### config.mk
export PLATFORM = sky130hd
export DESIGN_NAME = span_filler
export DESIGN_NICKNAME = d
export VERILOG_FILES = /design/src/rtl/vdp_pkg.sv /design/src/rtl/span_mask_gen.sv /design/src/rtl/span_filler.sv
export SDC_FILE = /design/constraint.sdc
export NUM_CORES = 1
export LEC_CHECK = 0
export BUFFER_PORTS_ARGS = -buffer_cell sky130_fd_sc_hd__buf_2
export CORE_UTILIZATION = 53
export DETAILED_ROUTE_END_ITERATION = 10
export HOLD_SLACK_MARGIN = 0.12
export PLACE_DENSITY_LB_ADDON = 0.08
export SYNTH_ARGS = -nofsm -noshare
export SYNTH_HDL_FRONTEND = slang
export SYNTH_SLANG_ARGS = --single-unit
### constraint.sdc
create_clock -name clk_draw -period 4.1 [get_ports clk_draw]
set_input_delay 0.205 -clock clk_draw [delete_from_list [all_inputs] [get_ports clk_draw]]
set_output_delay 0.205 -clock clk_draw [all_outputs]
set_load 0.01 [all_outputs]
### src/rtl/vdp_pkg.sv
// Shared types and constants for the video display pipeline's line-buffer side.
package vdp_pkg;

  localparam int LB_ADDRW     = 7;
  localparam int PIX_PER_WORD = 16;

  typedef logic [7:0]   pixel_t;
  typedef logic [127:0] lb_word_t;

  typedef enum logic [2:0] {
    SF_IDLE   = 3'd0,
    SF_CLEAR  = 3'd1,
    SF_ACCEPT = 3'd2,
    SF_SPAN   = 3'd3,
    SF_DONE   = 3'd4
  } span_filler_state_t;

endpackage

### src/rtl/span_mask_gen.sv
// Per-pixel write-enable mask for one 16-pixel line-buffer word against an
// inclusive [x0, x1] pixel range.
module span_mask_gen
  import vdp_pkg::*;
#(
  parameter int CORDW = 11
) (
  input  logic [LB_ADDRW-1:0]     word,
  input  logic [CORDW-1:0]        x0,
  input  logic [CORDW-1:0]        x1,
  output logic [PIX_PER_WORD-1:0] mask
);

  logic [31:0] px;

  always_comb begin
    mask = '0;
    px   = '0;
    for (int i = 0; i < PIX_PER_WORD; i++) begin
      px      = 32'(word) * 32'(PIX_PER_WORD) + 32'(i);
      mask[i] = (px >= 32'(x0)) && (px <= 32'(x1));
    end
  end

endmodule

### src/rtl/span_filler.sv
// Clears the off-screen line buffer to a background colour on each line_start,
// then rasterises incoming horizontal spans into masked 16-pixel word writes.
module span_filler
  import vdp_pkg::*;
#(
  parameter int CORDW    = 11,
  parameter int LB_WORDS = 80
) (
  input  logic                clk_draw,
  input  logic                rst_draw,
  input  logic                line_start,
  input  logic [7:0]          bg_colour,
  input  logic                span_valid,
  output logic                span_ready,
  input  logic [CORDW-1:0]    span_x0,
  input  logic [CORDW-1:0]    span_x1,
  input  logic [7:0]          span_colour,
  input  logic                span_last,
  output logic [LB_ADDRW-1:0] addr_off_draw,
  output logic [15:0]         we_off_draw,
  output logic [127:0]        colour_off_draw,
  output logic                busy,
  output logic                line_done
);

  localparam int unsigned        LINE_PIX  = LB_WORDS * PIX_PER_WORD;
  localparam logic [CORDW-1:0]   MAX_X     = CORDW'(LINE_PIX - 1);
  localparam logic [LB_ADDRW-1:0] LAST_WORD = LB_ADDRW'(LB_WORDS - 1);

  span_filler_state_t state_q, state_d;
  logic [LB_ADDRW-1:0] cnt_q, cnt_d;
  logic [LB_ADDRW-1:0] word_q, word_d;
  pixel_t              bg_q, bg_d;
  pixel_t              col_q, col_d;
  logic [CORDW-1:0]    x0_q, x0_d;
  logic [CORDW-1:0]    x1_q, x1_d;
  logic                last_q, last_d;
  logic [LB_ADDRW-1:0] addr_q, addr_d;
  logic [15:0]         we_q, we_d;
  lb_word_t            colour_q, colour_d;

  logic                accepting;
  logic [CORDW-1:0]    x1_clamp;
  logic                span_legal;
  logic [LB_ADDRW-1:0] x0_word;
  logic [LB_ADDRW-1:0] x1_word;
  logic [LB_ADDRW-1:0] mask_word;
  logic [CORDW-1:0]    mask_x0;
  logic [CORDW-1:0]    mask_x1;
  logic [15:0]         mask;

  assign accepting  = (state_q == SF_ACCEPT);
  assign span_ready = accepting && !line_start;
  assign busy       = (state_q == SF_CLEAR) || (state_q == SF_SPAN);
  assign line_done  = (state_q == SF_DONE);

  assign x1_clamp   = (span_x1 > MAX_X) ? MAX_X : span_x1;
  assign span_legal = (span_x0 <= span_x1) && (32'(span_x0) < LINE_PIX);
  assign x0_word    = LB_ADDRW'(span_x0 >> 4);
  assign x1_word    = LB_ADDRW'(x1_q >> 4);

  // The write being registered this cycle is the span's first word on a
  // handshake, otherwise the word after the one currently presented.
  assign mask_word = accepting ? x0_word  : word_q + 1'b1;
  assign mask_x0   = accepting ? span_x0  : x0_q;
  assign mask_x1   = accepting ? x1_clamp : x1_q;

  span_mask_gen #(.CORDW(CORDW)) u_mask (
    .word (mask_word),
    .x0   (mask_x0),
    .x1   (mask_x1),
    .mask (mask)
  );

  // cnt_q / word_q hold the index of the word currently on the write port,
  // so the final write is followed by exactly one cycle before the next state.
  always_comb begin
    state_d  = state_q;
    cnt_d    = cnt_q;
    word_d   = word_q;
    bg_d     = bg_q;
    col_d    = col_q;
    x0_d     = x0_q;
    x1_d     = x1_q;
    last_d   = last_q;
    addr_d   = addr_q;
    we_d     = '0;
    colour_d = colour_q;

    if (line_start) begin
      state_d  = SF_CLEAR;
      bg_d     = bg_colour;
      cnt_d    = '0;
      addr_d   = '0;
      we_d     = '1;
      colour_d = {16{bg_colour}};
    end else begin
      case (state_q)
        SF_CLEAR: begin
          if (cnt_q == LAST_WORD) begin
            state_d = SF_ACCEPT;
          end else begin
            cnt_d    = cnt_q + 1'b1;
            addr_d   = cnt_q + 1'b1;
            we_d     = '1;
            colour_d = {16{bg_q}};
          end
        end
        SF_ACCEPT: begin
          if (span_valid) begin
            if (!span_legal) begin
              if (span_last) state_d = SF_DONE;
            end else begin
              state_d  = SF_SPAN;
              x0_d     = span_x0;
              x1_d     = x1_clamp;
              col_d    = span_colour;
              last_d   = span_last;
              word_d   = x0_word;
              addr_d   = x0_word;
              we_d     = mask;
              colour_d = {16{span_colour}};
            end
          end
        end
        SF_SPAN: begin
          if (word_q == x1_word) begin
            state_d = last_q ? SF_DONE : SF_ACCEPT;
          end else begin
            word_d   = word_q + 1'b1;
            addr_d   = word_q + 1'b1;
            we_d     = mask;
            colour_d = {16{col_q}};
          end
        end
        SF_DONE: state_d = SF_IDLE;
        default: state_d = SF_IDLE;
      endcase
    end
  end

  always_ff @(posedge clk_draw or posedge rst_draw) begin
    if (rst_draw) begin
      state_q  <= SF_IDLE;
      cnt_q    <= '0;
      word_q   <= '0;
      bg_q     <= '0;
      col_q    <= '0;
      x0_q     <= '0;
      x1_q     <= '0;
      last_q   <= 1'b0;
      addr_q   <= '0;
      we_q     <= '0;
      colour_q <= '0;
    end else begin
      state_q  <= state_d;
      cnt_q    <= cnt_d;
      word_q   <= word_d;
      bg_q     <= bg_d;
      col_q    <= col_d;
      x0_q     <= x0_d;
      x1_q     <= x1_d;
      last_q   <= last_d;
      addr_q   <= addr_d;
      we_q     <= we_d;
      colour_q <= colour_d;
    end
  end

  assign addr_off_draw   = addr_q;
  assign we_off_draw     = we_q;
  assign colour_off_draw = colour_q;

endmodule
==> metrics.md <==
| Metric | Value |
|---|---|
| Outcome | `complete, no violations` |
| P&R area growth vs syn | `10.29%` |
| CP Launch Type | `register` |
| Max-slew headroom | `0.3089` |
| Vias | `roughly 5900` |
| Port Buf Inserts | `about 200` |
| Die Span Y | `roughly 120 µm` |
| Design Area, Final | `roughly 0.0075 mm²` |
| WP data required | `4.29 ns` |
| Max-slew violations | `0` |
| Internal power | `2320 µW` |
| FILL cells | `roughly 1100` |
| Via/cell ratio | `roughly 5.5` |
| VDD IR max | `~0.25 mV` |
| Number of cells on the worst reg-to-reg path | `13` |
| Largest net degree at the start of global routing | `53` |
| Register bit total from synthesis | `between 80 and 90` |
| Clock share of power | `0.207` |
| Logic gate share of total power | `0.503` |
| Area share of the largest cell type after synthesis | `0.3185` |
| Antenna violations before repair | `0` |
| Total GRT Usage | `0.2797` |
| DP HPWL | `13.38 mm` |
| Hold Vio Cnt, Final | `0` |
| Fin crit share | `0.8415` |
| Avg WL per Cell | `around 17 µm` |
| # diodes | `0` |
| Most used DFF post-synth | `dfrtp_1` |
| Critical path depth in cells | `13` |
| 1st-pass router iterations | `5` |
| R2R setup slack | `around 0.65 ns` |
| Sequential area share after synthesis | `0.3185` |
| Power Dens Cells | `543.3 mW/mm²` |
| CTS clk-pin slew, worst paths | `approximately 0.06 ns` |
| Synth area leaders | `dfrtp_1 32%, buf_4 14%, a21oi_1 5.3%` |
| Cell row count | `between 40 and 50` |
| Starting DRT DRC Count | `between 300 and 400` |
| Post-Syn Area | `around 0.0068 mm²` |
| Post-synthesis cell type count | `just over 60` |
| CTS Buffer Depth | `2` |
| Critical Path Start | `state_q[1]` |
| CP max-delay cell | `dfrtp_1` |
| Number of synthesized flops with an enable pin | `0` |
| Lkg Pwr | `between 0.003 and 0.004 µW` |
| Sw frac | `0.4336` |
| Placed inst area | `~0.0071 mm²` |
| Critical path class | `reg -> reg` |
| Post-Syn Instances | `817` |
| FF-to-FF End | `we_off_draw[2]` |
| Layout cell share with drive strength beyond 1 | `0.2743` |
| CTS tree | `done` |
| Io pins | `slightly below 200` |
| Clock Skews | `0.005983 ns` |
| Worst Setup End Kind | `register` |
| Critical path cell sequence | `or3b_1 > buf_4 > nor2_1 > a21oi_1 > ha_1 > nand2_1 > o21ai_0 > a21oi_1 > buf_4 > nor2b_4 > or2_1 > a21oi_1 > o41ai_2` |
| CTS buffer count | `9` |
| Share of synthesized flip-flops with an asynchronous set or reset | `1.000` |
| Root Buffer | `clkbuf_16` |
| Final setup viols | `0` |
| Leading area contributor after synthesis | `dfrtp_1` |
| CP max FO | `between 50 and 60` |
| CP bufs+invs | `2` |
| Setup TNS Final | `0 ns` |
| Initial Util | `0.5416` |
| DIE AREA | `roughly 0.013 mm²` |
| DIE WIDTH | `115.6 µm` |
| P_sw | `approximately 1800 µW` |
| First-pass GRT wire length | `roughly 28 mm` |
| Critical Path AT | `3.64 ns` |
| Sequential fraction of design power | `0.290` |
| RSZ-0062 raised after global routing | `no` |
| Drc violations | `0` |
| Final worst path period need | `approximately 3.5 ns` |
| Layout Nets | `~970` |
| Syn avg cell area | `~8.4 µm²` |
| Post-route ant nets | `0` |
| Worst r2r src | `state_q[1]` |
| Core Region | `0.01262 mm²` |
| RD Place Congestion | `about 1` |
| CP Capture Point | `we_off_draw[2]` |
| Synth warnings | `0` |
| H-tree lvl count | `3` |
| Fmax | `around 290 MHz` |
| Worst skew pair latency | `around 0.35 ns` |
| Clk sinks | `87` |
| CP peak stage delay | `0.59 ns` |
| Post-Route WL | `18.14 mm` |
| Number of global-route vias before repair | `around 5300` |
| Measured slew at the worst slew-check pin | `between 1 and 1.5 ns` |
| Maxcap violations | `0` |
| Most frequent CP cell | `a21oi_1` |
| Syn nets | `approximately 890` |
| Total grt overflow | `0` |
| Post-CTS setup buffers | `0` |
| Hold Path Class | `in -> reg` |
| Top delay family on crit path | `simple AND/OR/NAND/NOR gates` |
## tightest hold or removal path, cell delays in order
cell and delay [ns]:
buf_2 0.09, nor2_1 0.05, a21oi_1 0.13
## through the flow
stage	power, µW	setup slack (ns)	instances	utilization	hold WS (ns)
floorplan	2807	0.4441	817	-	0.3223
global placement	3203	0.7061	1041	0.5591	0.4134
detailed placement	3220	0.6905	1041	0.5591	0.4294
CTS	4083	0.6651	1076	0.5974	0.1626
global route	4408	0.3869	1076	0.5974	0.1862
finish	4096	0.6497	1076	0.5974	0.1626
## state kept, by name, indices dropped and copies added, names as in the netlist
| name | cells |
|---|---|
| bg_q | 8 |
| we_off_draw | 16 |
| word_q | 7 |
| state_q | 3 |
| cnt_q | 7 |
| col_q | 8 |
| addr_off_draw | 7 |
| last_q | 1 |
| colour_off_draw | 8 |
| x0_q | 11 |
| x1_q | 11 |
## kinds of logic (layout without fill, tap and decap cells)
kind of cell | Yosys count | in the layout | share of synthesized area
xor gates and xnor gates | 23 | 23 | 0.02947
AOI/OAI and AO/OA | 194 | 194 | 0.1733
muxes | 51 | 51 | 0.08054
adders and majority gates | 29 | 29 | 0.05308
DFF | 87 | 87 | 0.3185
buffers and inverters | 194 | 281 | 0.1798
and+or+nand+nor | 239 | 239 | 0.1653
## Yosys cell counts, drive strengths merged, types with 19 or more instances
| cell type | n |
|---|---|
| o21ai | 54 |
| nand2 | 72 |
| nand3 | 25 |
| ha | 29 |
| nor2 | 73 |
| dfrtp | 87 |
| inv | 35 |
| mux2i | 19 |
| clkbuf | 20 |
| buf | 139 |
| a21oi | 73 |
| mux2 | 32 |
## cell type report
| type | instances | area [µm²] | area share |
|---|---|---|---|
| multi-input cells | 536 | 3437 | 0.4559 |
| flip-flops and latches | 87 | 2177 | 0.2888 |
| repair buffers | 230 | 1284 | 0.1703 |
| clock buffers | 13 | 250.2 | 0.03320 |
| well taps | 172 | 215.2 | 0.02855 |
| inverters | 35 | 132.6 | 0.01759 |
| clock inverters | 3 | 42.54 | 0.005643 |
## cells in the final DEF (no fill, tap or decap), drive strengths merged, types with 4 or more instances in the layout
cell | netlist | layout
nand2b | 8 | 8
o21a | 4 | 4
a211oi | 4 | 4
o2111ai | 4 | 4
nand2 | 72 | 72
nand4 | 10 | 10
nor2 | 73 | 73
o31ai | 12 | 12
dlygate4sd3 | 0 | 19
a31oi | 10 | 10
nor3 | 14 | 14
a21o | 4 | 4
or3 | 6 | 6
nand3 | 25 | 25
dfrtp | 87 | 87
o22ai | 5 | 5
clkbuf | 20 | 13
and2 | 4 | 4
buf | 139 | 211
o21ai | 54 | 54
a21oi | 73 | 73
and3 | 9 | 9
mux2 | 32 | 32
ha | 29 | 29
mux2i | 19 | 19
xor2 | 9 | 9
a32oi | 9 | 9
nor3b | 4 | 4
inv | 35 | 34
xnor2 | 14 | 14
## worst min-delay path by stage
stage | startpoint | slack (ns) | endpoint | cells past startpoint
after global placement | rst_draw | 0.41 | x0_q[7] | 2
after CTS | span_x1[4] | 0.16 | x1_q[4] | 3
final | span_x1[4] | 0.16 | x1_q[4] | 3
after global routing | span_x0[0] | 0.19 | x0_q[0] | 2
after floorplan | bg_colour[7] | 0.32 | colour_off_draw[119] | 2
after detailed placement | rst_draw | 0.43 | x0_q[7] | 2
## routing by layer
metal / vias to the layer above / track usage / share of wire
met5: - / 0 / 0
met4: 0 / 0.1056 / 0.022
met3: 27 / 0.03713 / 0.059
met2: 241 / 0.4631 / 0.47
met1: 2768 / 0.3729 / 0.45
li1: 2901 / - / -
## what timing repair did
item / in CTS / in global routing
endpoints found under the hold margin: 75 / 0
gates resized for setup: 0 / 0
hold buffers: 19 / 0
## power groups by stage
stage	logic (µW)	clock network (µW)	registers (µW)
3_3_place_gp	2010	0	1190
2_1_floorplan	1610	0	1190
3_5_place_dp	2020	0	1200
4_1_cts	2040	852	1190
6_report	2060	846	1190
5_1_grt	2300	888	1220
Note: power is estimated with default switching activity, not from simulation.
